**config.mk**
```make
export PLATFORM = sky130hd
export DESIGN_NAME = cbd_sampler
export DESIGN_NICKNAME = d
export VERILOG_FILES = /design/src/rtl/cbd_sampler.sv
export SDC_FILE = /design/constraint.sdc
export NUM_CORES = 1
export LEC_CHECK = 0
export ABC_AREA = 1
export CAP_MARGIN = 40
export CORE_UTILIZATION = 59
export DETAILED_ROUTE_END_ITERATION = 6
export PLACE_DENSITY_LB_ADDON = 0.2
export SETUP_SLACK_MARGIN = 0.4
export SYNTH_ARGS = -nofsm -noshare
export SYNTH_HDL_FRONTEND = slang
export SYNTH_SLANG_ARGS = --single-unit
```
**constraint.sdc**
```tcl
create_clock -name i_clk -period 4.8 [get_ports i_clk]
set_input_delay 0.48 -clock i_clk [delete_from_list [all_inputs] [get_ports i_clk]]
set_output_delay 0.48 -clock i_clk [all_outputs]
set_load 0.03 [all_outputs]
```
**src/rtl/cbd_sampler.sv**
```systemverilog
// Centred-binomial sampler for the Kyber noise path.
// Consumes a PRF byte stream over a ready/valid input bus and emits one
// 256-coefficient polynomial, LANES coefficients per output beat, with
// eta selectable per polynomial (2 or 3). Output coefficients are either
// signed 3-bit values (MODQ=0) or reduced into [0, 3329) (MODQ=1).
module cbd_sampler #(
    parameter int IW    = 64,
    parameter int LANES = 8,
    parameter int MODQ  = 0,
    localparam int CW   = (MODQ != 0) ? 12 : 3
) (
    input  logic                  i_clk,
    input  logic                  i_rstn,
    input  logic                  i_start,
    input  logic [1:0]            i_eta,
    input  logic [IW-1:0]         i_ibytes,
    input  logic                  i_ibytes_valid,
    output logic                  o_ibytes_ready,
    output logic [LANES*CW-1:0]   o_coeffs,
    output logic                  o_coeffs_valid,
    input  logic                  i_coeffs_ready,
    output logic                  o_done,
    output logic                  o_err
);

    // Bit buffer holds one input word plus the largest beat's worth of
    // leftover bits, so an append is always possible once a beat drains.
    localparam int BW     = IW + 6 * LANES;
    localparam int FW     = $clog2(BW + 1);
    localparam int NBEATS = 256 / LANES;
    localparam int BCW    = $clog2(NBEATS + 1);
    localparam int BUDW   = 11;                 // holds up to 3*512 bits
    localparam logic [11:0] Q = 12'd3329;

    typedef enum logic [1:0] {
        S_IDLE,
        S_RUN,
        S_DONE
    } state_t;

    state_t                state;
    state_t                state_next;

    logic [BW-1:0]         bits;                // bit 0 is the oldest stream bit
    logic [FW-1:0]         fill;
    logic [BUDW-1:0]       budget;              // input bits still to accept
    logic [BCW-1:0]        beats_left;          // beats still to form
    logic                  eta_is3;             // latched eta: 0 -> 2, 1 -> 3
    logic [LANES*CW-1:0]   coeffs;
    logic                  coeffs_valid;
    logic                  err;

    logic                  start_ok;
    logic                  start_bad;
    logic                  ibytes_ready;
    logic                  in_take;
    logic                  out_take;
    logic                  beat_fire;
    logic [FW-1:0]         need;
    logic [IW-1:0]         word_lsb;
    logic [BW-1:0]         kept;
    logic [FW-1:0]         kept_fill;
    logic [BW-1:0]         bits_next;
    logic [FW-1:0]         fill_next;
    logic [LANES*CW-1:0]   beat_next;

    // One coefficient from a group of 2*eta stream bits (grp[0] is first).
    function automatic logic [CW-1:0] lane_value(input logic [5:0] grp,
                                                 input logic       is3);
        logic [1:0] a;
        logic [1:0] b;
        logic [2:0] c;
        if (is3) begin
            a = {1'b0, grp[0]} + {1'b0, grp[1]} + {1'b0, grp[2]};
            b = {1'b0, grp[3]} + {1'b0, grp[4]} + {1'b0, grp[5]};
        end else begin
            a = {1'b0, grp[0]} + {1'b0, grp[1]};
            b = {1'b0, grp[2]} + {1'b0, grp[3]};
        end
        c = {1'b0, a} - {1'b0, b};
        if (MODQ != 0) begin
            // Adding the sign-extended negative value to q wraps into 3326..3328.
            return CW'(c[2] ? (Q + {{9{1'b1}}, c}) : {9'b0, c});
        end else begin
            return CW'(c);
        end
    endfunction

    // Handshake and control decode from registered state.
    assign start_ok     = (state == S_IDLE) && i_start &&  i_eta[1];
    assign start_bad    = (state == S_IDLE) && i_start && !i_eta[1];
    assign ibytes_ready = (state == S_RUN) && (budget != '0) &&
                          (int'(fill) + IW <= BW);
    assign in_take      = i_ibytes_valid && ibytes_ready;
    assign out_take     = coeffs_valid && i_coeffs_ready;
    assign need         = eta_is3 ? FW'(6 * LANES) : FW'(4 * LANES);
    assign beat_fire    = (state == S_RUN) && (beats_left != '0) &&
                          (fill >= need) && (!coeffs_valid || i_coeffs_ready);

    // Reorder the input word so stream bit n sits at word_lsb[n]:
    // first byte at the top of the bus, LSB first within each byte.
    always_comb begin
        word_lsb = '0;
        for (int i = 0; i < IW / 8; i++) begin
            word_lsb[8*i +: 8] = i_ibytes[IW-1-8*i -: 8];
        end
    end

    // Next buffer contents: drop the bits of a forming beat, then append
    // the accepted word right above whatever remains.
    always_comb begin
        // NOTE: every always_comb output gets a default first so no path can leave it unassigned and infer a latch.
        kept      = beat_fire ? (bits >> need) : bits;
        kept_fill = beat_fire ? (fill - need) : fill;
        bits_next = kept;
        fill_next = kept_fill;
        if (in_take) begin
            bits_next = kept | ({{(BW-IW){1'b0}}, word_lsb} << kept_fill);
            fill_next = kept_fill + FW'(IW);
        end
    end

    // Coefficient extraction for the beat at the head of the buffer.
    always_comb begin
        beat_next = '0;
        for (int j = 0; j < LANES; j++) begin
            beat_next[CW*j +: CW] = lane_value(
                eta_is3 ? bits[6*j +: 6] : {2'b00, bits[4*j +: 4]}, eta_is3);
        end
    end

    // Next-state logic: IDLE -> RUN on a legal start, RUN -> DONE once the
    // final beat is accepted, DONE lasts exactly one cycle.
    always_comb begin
        state_next = state;
        case (state)
            S_IDLE:  if (start_ok) state_next = S_RUN;
            S_RUN:   if (out_take && (beats_left == '0)) state_next = S_DONE;
            S_DONE:  state_next = S_IDLE;
            default: state_next = S_IDLE;
        endcase
    end

    // State register.
    always_ff @(posedge i_clk) begin
        // NOTE: sequential state uses non-blocking assignments so every register samples pre-edge values.
        if (!i_rstn) begin
            state <= S_IDLE;
        end else begin
            state <= state_next;
        end
    end

    // Datapath registers: bit buffer, budget, beat counter, output beat, error pulse.
    always_ff @(posedge i_clk) begin
        if (!i_rstn) begin
            // NOTE: the bit buffer is reset along with its fill count so a mid-run reset discards stale stream bits.
            bits         <= '0;
            fill         <= '0;
            budget       <= '0;
            beats_left   <= '0;
            eta_is3      <= 1'b0;
            coeffs       <= '0;
            coeffs_valid <= 1'b0;
            err          <= 1'b0;
        end else begin
            err <= start_bad;
            if (start_ok) begin
                eta_is3    <= i_eta[0];
                budget     <= i_eta[0] ? BUDW'(1536) : BUDW'(1024);
                beats_left <= BCW'(NBEATS);
                bits       <= '0;
                fill       <= '0;
            end else begin
                bits <= bits_next;
                fill <= fill_next;
                if (in_take) begin
                    budget <= budget - BUDW'(IW);
                end
                if (beat_fire) begin
                    beats_left <= beats_left - BCW'(1);
                end
            end
            if (beat_fire) begin
                coeffs       <= beat_next;
                coeffs_valid <= 1'b1;
            end else if (out_take) begin
                coeffs_valid <= 1'b0;
            end
        end
    end

    assign o_ibytes_ready = ibytes_ready;
    assign o_coeffs       = coeffs;
    assign o_coeffs_valid = coeffs_valid;
    assign o_done         = (state == S_DONE);
    assign o_err          = err;

endmodule
```
; ---- Yosys cells after proc, flatten, opt, wreduce, memory -nomap -nowiden
; Index checks and enable logic that the tools add are counted.
[totals]
register_bits = 165
inputBits = 71
wordCells = 135
[op_classes]
add_sub_neg = 53
magnitude_cmp = 2
n_eq_ne = 4
shift = 2
muxes = 39
bitwise_logic = 2
n_reduce_logical = 23
[op_table]
columns = op, n
row1 = $mux W112, 2
row2 = $or A112 B112 Y112, 1
row3 = $shl A64 B7 Y112, 1
row4 = $shr A112 B6 Y112, 1
row5 = $mux W6, 10
row6 = $add A1 B1 Y2, 24
row7 = $mux W2, 18
row8 = $add A2 B1 Y2, 16
row9 = $sub A2 B2 Y3, 8
row10 = $mux W11, 2
row11 = $mux W7, 2
row12 = $logic_and A1 B1 Y1, 11
row13 = $reduce_bool A11 Y1, 1
row14 = $sub A11 B7 Y11 const B, 1
row15 = $mux W10, 1
row16 = $add A7 B7 Y8 const B, 1
row17 = $le A8 B7 Y1 const B, 1
row18 = $add A7 B7 Y7 const B, 1
row19 = $ge A7 B6 Y1, 1
row20 = $sub A7 B6 Y7, 1
row21 = $logic_not A6 Y1, 1
row22 = $reduce_bool A2 Y1, 3
row23 = $reduce_bool A6 Y1, 1
row24 = $sub A6 B1 Y6 const B, 1
row25 = 13 further kinds, 15

; ---- Depth between registers and ports, before layout
; Gate-level depths: netlist (run 1).
[logic_depth]
ltp_word = 8
ltp_mapped = 18
mapped_depth_nobuf = 17

; ---- Worst setup path before layout (run 1)
; Ideal clock, no wire load.
[synth_path]
path_kind = reg-to-reg
start = register eta_is3
end = register coeffs[10], in the netlist o_coeffs[10]
setup_ns = 0.116
arrival_time_ns = 2.846
required_time_ns = 4.684
slack_ns = 1.838
stages_incl_launch_ff = 14
synth_period_minus_slack_ns = 2.962
path_cell_list = dfxtp_1 > clkbuf_1 > clkbuf_1 > buf_2 > nand2_1 > o21ai_0 > fa_1 > nand2_1 > o21ai_0 > ha_1 > inv_1 > fa_1 > o21ai_0 > nor2_1
[synth_between]
elab_chain_cells = 5
[synth_rtl]
columns = element, line_no
row1 = start: declaration, 48  ; logic eta_is3;
row2 = start signal: assignment, 169  ; eta_is3 <= i_eta[0];
row3 = $mux W6, 128  ; eta_is3 ? bits[6*j +: 6] : {2'b00, bits[4*j +: 4]}, eta_is3);
row4 = "$add A1 B1 Y2, on equally long branches", "74, 77, 75"
row5 = "$add A2 B1 Y2, on equally long branches", "74, 75"
row6 = $mux W2, 73  ; if (is3) begin
row7 = $sub A2 B2 Y3 *, 80  ; c = {1'b0, a} - {1'b0, b};
row8 = via beat_next[10], 65  ; logic [LANES*CW-1:0] beat_next;
row9 = end signal: assignment, 185  ; coeffs <= beat_next;
row10 = end: declaration, 49  ; logic [LANES*CW-1:0] coeffs;
; Mark *: on every way through the listed nets, which the timed path passes. The rest lies on a longest branch.
; A chain may end at the register's enable or synchronous reset.

; ---- Worst setup path in the final report (run 1)
[layout_path]
start = register fill[4]
end = register bits[45]
[layout_between]
elab_chain_cells = 7
[layout_rtl]
columns = element, line_no
row1 = start: declaration, 45  ; logic [FW-1:0] fill;
row2 = start signal: assignment, 176  ; fill <= fill_next;
row3 = $ge A7 B6 Y1, 98  ; (fill >= need) && (!coeffs_valid || i_coeffs_ready);
row4 = $logic_and A1 B1 Y1, 97  ; assign beat_fire = (state == S_RUN) && (beats_left != '0) &&
row5 = $logic_and A1 B1 Y1, 98
row6 = $mux W7, 114  ; kept_fill = beat_fire ? (fill - need) : fill;
row7 = $shl A64 B7 Y112, 118  ; bits_next = kept | ({{(BW-IW){1'b0}}, word_lsb} << kept_fill);
row8 = $or A112 B112 Y112, 118
row9 = $mux W112 *, 117  ; if (in_take) begin
row10 = end signal: assignment, 175  ; bits <= bits_next;
row11 = end: declaration, 44  ; logic [BW-1:0] bits;
; Every way passes the cells marked *; elsewhere a longest branch is shown, timed or not.

==> metrics.md, run 1 <==
| Metric | Value |
|---|---|
| Mapped Area | 0.01056 mm² |
| Worst vdd rail ir drop | 0.0002300 V |
| Final setup TNS | 0 ns |
| Post-CTS setup buffers | 0 |
| Most frequent cells in the layout | nand2_1 (499), inv_1 (165), o21ai_0 (156) |
| Delay-heaviest family, CP | simple AND/OR/NAND/NOR gates |
| Syn nets | about 1,800 |
| Die area | 0.01843 mm² |
| Post-synth cell types | 38 |
| Initial Util | 0.6082 |
| Initial antenna violation count | 0 |
| Global placement routability congestion | a little under 1 |
| Final critical-path required period | ~3.3 ns |
| Wire length of the first global-routing pass | 50,010 µm |
| Routed WL | 31,330 µm |
| Post-synth EDFFs | 0 |
| Post-DR vias/cell | 5.812 |
| Req. time, crit path | 5.10 ns |
| CORE AREA | 0.01736 mm² |
| Seq/Total Area, Yosys | 0.2939 |
| Cts hold-fix bufs | 0 |
| Syn. warnings | 0 |
| Worst setup path start | fill[4]$_SDFF_PP0_ |
| Period utilization | 0.6925 |
| Worst path arrival time | 3.62 ns |
| Max Buffers Root-to-Sink | 2 |
| Syn Area/Cell | around 6.4 µm² |
| Post-synthesis cell count | 1,644 |
| Count of pins over their slew limit | 0 |
| Share of cells above drive strength 1 | 0.06131 |
| Post_cts resized | 0 |
| Inserted Clock Buffers | 17 |
| Flops & latches, synth | around 160 |
| Tot GR Track Use | 0.3488 |
| Final setup vio count | 0 |
| Hold slack final | 0.4703 ns |
| Crit Path Class | flip-flop to flip-flop |
| Port buffer count | 98 |
| Grt ovf | 0 |
| FFs w/ async S/R, synth | 0 |
| Worst Setup Start Kind | flip-flop |
| Die Ht | 135.8 µm |
| Worst Setup End Kind | flip-flop |
| Slowest stage cell, crit path | nand2_4 |
| Most common cell after layout, fill and taps aside | nand2_1 |
| Most frequent CP cell | nand2_1 |
| Largest net degree at the start of global routing | 97 |
| Ports | 99 |
| CP cell instances | inv_1 -> ha_1 -> inv_1 -> nand2_1 -> nand2_1 -> nand2_2 -> nand4_4 -> buf_4 -> nand2_2 -> nand2_4 -> nand2_1 -> nand2_1 -> nand2_1 -> nand3_1 -> a21oi_1 |
| Hold crit path type | flip-flop to flip-flop |
| Most used flip-flop cell after synthesis | dfxtp_1 |
| Clk_lat worst skew | 0.44 ns |
| Final hold vios | 0 |
| Clock sink total | 155 |
| Pwr/cell area | 258.1 mW/mm² |
| Max-Cap Viols | 0 |
| Final #Nets | 1,790 |
| Worst slew pin tran | 0.8828 ns |
| Drt drc | 0 |
| Horiz. Die Dim | 135.8 µm |
| Post-Route Skew | around 0.0063 ns |
| Max incr delay on CP | 0.58 ns |
| Start point of the worst hold path | bits[105]$_SDFF_PP0_ |
| RSZ-0062 raised after global routing | false |
| Vias in the first global route | 9,717 |
| Drt first pass iters | 5 |
| Max Fclk | 300.8 MHz |
| Via count | 11,070 |
| Num rows | between 40 and 50 |
| H-Tree Depth | 4 |
| Max_slew headroom | 0.4114 |
| Drt initial violations | between 1,000 and 1,500 |
| CTS tree | yes |
| Syn-to-layout area delta | 15.03% |
| Antenna cells | 0 |
| CP Max Fanout | 72 |
| Worst r2r src | fill[4]$_SDFF_PP0_ |
| DR WL/cell | between 15 and 20 µm |
| CP bufs+invs | 3 |
| Clock slew at reported path FFs | 0.06 ns |
| Hpwl dp | 21,970 µm |
| Status | completed |
| Antenna Violating Nets Remaining | 0 |
| CTS root buffer | clkbuf_16 |
| Leakage dissipation | around 5.2 nW |
==> worst min-delay path: cells and delay by family, from the launching register on <==
| family | cells | cell delay, ns |
|---|---|---|
| AND/OR/NAND/NOR | 1 | 0.06 |
| AO/OA/AOI/OAI | 1 | 0.06 |
| flip-flops | 1 | 0.31 |
==> area by class of cell <==
type                    instances  area [µm²]
well taps                     225       281.5
repair buffers                116        1201
clock inverters                15       200.2
inverters                     174       665.6
clock buffers                  17       425.4
flip-flops and latches        155        3107
multi-input cells            1203        6262
fillers                      1510        5214
==> synthesized netlist by cell type, types with 2 or more instances <==
master | instances | area, µm²
clkbuf_1 | 64 | 240.2
a211oi_1 | 2 | 15.01
nor2_4 | 5 | 56.30
o211ai_1 | 61 | 457.9
nand2_1 | 500 | 1877
ha_1 | 28 | 350.3
a31oi_1 | 8 | 50.05
nand3_2 | 4 | 40.04
nand4_1 | 3 | 18.77
inv_1 | 165 | 619.3
or2_2 | 18 | 112.6
nor2_2 | 3 | 18.77
buf_2 | 26 | 130.1
nand2_2 | 5 | 31.28
buf_1 | 5 | 18.77
fa_1 | 24 | 480.5
inv_2 | 6 | 22.52
dfxtp_1 | 155 | 3103
a21boi_0 | 6 | 45.04
buf_6 | 5 | 56.30
nor2_1 | 99 | 371.6
nor3_1 | 2 | 10.01
nand3_1 | 102 | 510.5
o31ai_1 | 10 | 75.07
nand2_4 | 5 | 56.30
a21oi_1 | 147 | 735.7
o21ai_0 | 156 | 780.8
buf_4 | 12 | 90.09
mux2i_1 | 9 | 90.09
==> metal layers <==
layer  wire length [µm]  share of wire  GRT usage
met5                  0              0          0
met4                971          0.031     0.1230
met3               3683           0.12    0.08754
met2              12870           0.41     0.4974
met1              13800           0.44     0.5030
==> worst paths after layout <==
kind	endpoint	slack, ns	depth (start not counted)
worst max-delay path	bits[45]$_SDFF_PP0_	1.48	15
worst min register to register	bits[105]$_SDFF_PP0_	0.47	2
worst max register to register	bits[45]$_SDFF_PP0_	1.48	15
worst min-delay path	bits[105]$_SDFF_PP0_	0.47	2
==> state kept, by name, indices dropped and copies added, names as in the netlist <==
| register | flops |
|---|---|
| bits | 112 |
| o_coeffs | 24 |
| beats_left | 6 |
| budget | 5 |
| fill | 3 |
| state | 2 |
| eta_is3 | 1 |
| o_coeffs_valid | 1 |
| o_err | 1 |
==> kinds of logic after synthesis <==
group,share of synthesized area
and+or+nand+nor,0.2984
adders and majority gates,0.07870
buffers and inverters,0.1135
muxes,0.008534
DFF,0.2939
AOI/OAI and AO/OA,0.2052
xor gates and xnor gates,0.001660
==> per-stage QoR <==
stage	cells	worst slack, ns	util	power (W)	area (µm²)
after floorplan	1644	1.838	-	0.001548	10560
after global placement	1869	1.360	0.6577	0.001684	11410
after detailed placement	1873	1.434	0.6636	0.001703	11520
after CTS	1905	1.524	0.6996	0.003125	12140
after global routing	1905	1.283	0.6996	0.003227	12140
final	1905	1.476	0.6996	0.003134	12140
==> power breakdown <==
| part | leakage (nW) | switching (W) | total [W] | internal, W |
|---|---|---|---|---|
| registers | 1.25 | 0.0000114 | 0.00131 | 0.00130 |
| clock network | 0.295 | 0.000582 | 0.00145 | 0.000869 |
| logic | 3.62 | 0.000228 | 0.000373 | 0.000144 |
| total | 5.16 | 0.000821 | 0.00313 | 0.00231 |
No activity file was read; power rests on OpenSTA's default activity.
==> run 2: changes to the inputs <==
==> constraint.sdc (replaced) <==
create_clock -name i_clk -period 3.4 [get_ports i_clk]
set_input_delay 0.34 -clock i_clk [delete_from_list [all_inputs] [get_ports i_clk]]
set_output_delay 0.34 -clock i_clk [all_outputs]
set_load 0.03 [all_outputs]
==> metrics.md, run 2 (synthesized netlist as in run 1, its figures left out) <==
| Metric | Value |
|---|---|
| Status | completed (unchanged) |
| Period utilization | 0.8450 (was 0.6925) |
| Hpwl dp | 22,270 µm (was 21,970 µm) |
| Pwr/cell area | 347.5 mW/mm² (was 258.1 mW/mm²) |
| Worst vdd rail ir drop | 0.0003762 V (was 0.0002300 V) |
| RSZ-0062 raised after global routing | true (was false) |
| Clock sink total | 155 (unchanged) |
| Worst path arrival time | 3.25 ns (was 3.62 ns) |
| Final #Nets | 1,799 (was 1,790) |
| DR WL/cell | 16.41 µm (was 16.44 µm) |
| Num rows | 48 (unchanged) |
| Final Total Pwr | 0.004224 W (was 0.003134 W) |
| Wire length of the first global-routing pass | 50,380 µm (was 50,010 µm) |
| Final setup TNS | 0 ns (unchanged) |
| CTS root buffer | clkbuf_16 (unchanged) |
| Antenna Violating Nets Remaining | 0 (unchanged) |
| Most common cell after layout, fill and taps aside | nand2_1 (unchanged) |
| Worst slew pin tran | 1.013 ns (was 0.8828 ns) |
| Syn-to-layout area delta | 15.14% (was 15.03%) |
| Grt ovf | 0 (unchanged) |
| Final critical-path required period | 2.873 ns (was 3.324 ns) |
| Max_slew headroom | 0.3241 (was 0.4114) |
| Req. time, crit path | 3.78 ns (was 5.10 ns) |
| Post-Route Skew | 0.01200 ns (was 0.006299 ns) |
| Inserted Clock Buffers | 17 (unchanged) |
| Horiz. Die Dim | 135.8 µm (unchanged) |
| Routed WL | 31,420 µm (was 31,330 µm) |
| Delay-heaviest family, CP | simple AND/OR/NAND/NOR gates (unchanged) |
| Crit Path Class | flip-flop to flip-flop (unchanged) |
| Via count | 11,130 (was 11,070) |
| CP bufs+invs | 3 (unchanged) |
| Cts hold-fix bufs | 0 (unchanged) |
| # fillers | 1,520 (was 1,510) |
| Reg with most FFs | bits (unchanged) |
| Worst Setup End Kind | flip-flop (unchanged) |
| Max incr delay on CP | 0.62 ns (was 0.58 ns) |
| Final setup vio count | 0 (unchanged) |
| Initial antenna violation count | 0 (unchanged) |
| CP cell instances | inv_1 -> ha_1 -> inv_1 -> nand2_1 -> nand2_1 -> nand2_2 -> nand4_4 -> nand2_1 -> nand2_4 -> nand2_4 -> nor2_2 -> a21oi_1 -> nand2_1 -> nand2_1 -> inv_1 (was inv_1 -> ha_1 -> inv_1 -> nand2_1 -> nand2_1 -> nand2_2 -> nand4_4 -> buf_4 -> nand2_2 -> nand2_4 -> nand2_1 -> nand2_1 -> nand2_1 -> nand3_1 -> a21oi_1) |
| CP Max Fanout | 18 (was 72) |
| Vias in the first global route | 9,483 (was 9,717) |
| Ports | 99 (unchanged) |
| Post-DR vias/cell | 5.812 (about the same) |
| Cells after DPL | 1,880 (was 1,873) |
| Global placement routability congestion | 0.9282 (was 0.9611) |
| Clk_lat worst skew | 0.44 ns (about the same) |
| Drt first pass iters | 7 (was 5) |
| Most frequent cells in the layout | nand2_1 (499), inv_1 (165), o21ai_0 (156) (unchanged) |
| Count of pins over their slew limit | 0 (unchanged) |
| Leakage dissipation | 5.183 nW (was 5.163 nW) |
| Drt initial violations | 1,504 (was 1,492) |
| Share of cells above drive strength 1 | 0.06572 (was 0.06131) |
| Worst Setup Start Kind | flip-flop (unchanged) |
| Slowest stage cell, crit path | nor2_2 (was nand2_4) |
| Final hold vios | 0 (unchanged) |
| Drt drc | 0 (unchanged) |
| CTS tree | yes (unchanged) |
| Antenna cells | 0 (unchanged) |
| Clock slew at reported path FFs | 0.07 ns (was 0.06 ns) |
| Max Buffers Root-to-Sink | 2 (unchanged) |
| Hold crit path type | flip-flop to flip-flop (unchanged) |
| CORE AREA | 0.01736 mm² (unchanged) |
| H-Tree Depth | 4 (unchanged) |
| Die Ht | 135.8 µm (unchanged) |
| Max reg flops | 112 (unchanged) |
| Initial Util | 0.6082 (unchanged) |
| Tot GR Track Use | 0.3512 (was 0.3488) |
| Port buffer count | 98 (unchanged) |
| Largest net degree at the start of global routing | 126 (was 97) |
| Most frequent CP cell | nand2_1 (unchanged) |
| Max Fclk | 348.1 MHz (was 300.8 MHz) |
| Max-Cap Viols | 0 (unchanged) |
| Non-Filler Instances | 1,914 (was 1,905) |
| Die area | 0.01843 mm² (unchanged) |
run 2: cell count changes in the layout (fill, tap and decap cells not counted), moves of 3 or more:
| cell | before | now |
|---|---|---|
| buf_12 | 2 | 5 |
| buf_4 | 13 | 20 |
| bufinv_16 | 4 | 1 |
| inv_6 | 1 | 5 |
run 2: routing by layer:
metal  global-route usage  routed length [µm]
met1               0.5148               13880
met5                    0                   0
met2               0.4940               13170
met4               0.1049                 673
met3              0.09577                3697
run 2: final cells by class:
class / count / area, µm² / share of cell area
sequential: 155 / 3107 / 0.2556
timing repair buffer: 124 / 1259 / 0.1036
multi-input combinational: 1204 / 6269 / 0.5157
clock inverter: 12 / 111.4 / 0.009162
inverter: 174 / 670.6 / 0.05518
clock buffer: 20 / 456.7 / 0.03757
tap: 225 / 281.5 / 0.02316
run 2: where the power goes:
| part | internal (W) | switching (W) | total, W |
|---|---|---|---|
| clock | 0.00105 | 0.000806 | 0.00186 |
| combinational | 0.000197 | 0.000320 | 0.000517 |
| sequential | 0.00183 | 0.0000171 | 0.00185 |
run 2: through the flow:
stage	utilization	hold slack [ns]	setup WS (ns)	instance area, µm²
finish	0.7003	0.4651	0.5270	12150
global route	0.7003	0.4951	0.3784	12150
detailed placement	0.6660	0.4596	0.4219	11560
global placement	0.6660	0.4534	0.5338	11560
CTS	0.6989	0.4668	0.5880	12130
floorplan	-	0.4173	0.4380	10560
run 2: worst min-delay path, cell delays in order (launching register included):
cell	delay (ns)
dfxtp_1	0.31
nand2_1	0.06
a21oi_1	0.05
run 2: final timing paths:
check | slack [ns] | startpoint | depth (start not counted) | endpoint
setup / recovery | 0.53 | fill[4]$_SDFF_PP0_ | 15 | bits[61]$_SDFF_PP0_
hold / removal | 0.47 | beats_left[0]$_SDFFE_PP0N_ | 2 | beats_left[0]$_SDFFE_PP0N_
setup reg to reg | 0.53 | fill[4]$_SDFF_PP0_ | 15 | bits[61]$_SDFF_PP0_
hold reg to reg | 0.47 | beats_left[0]$_SDFFE_PP0N_ | 2 | beats_left[0]$_SDFFE_PP0N_
run 2: repair_timing:
| item | in CTS | in global routing |
|---|---|---|
| gates resized for setup | 1 | 2 |
| gates cloned | 0 | 1 |
| setup buffers | 0 | 1 |
| setup endpoints to repair | 2 | 15 |
| pin swaps | 0 | 2 |
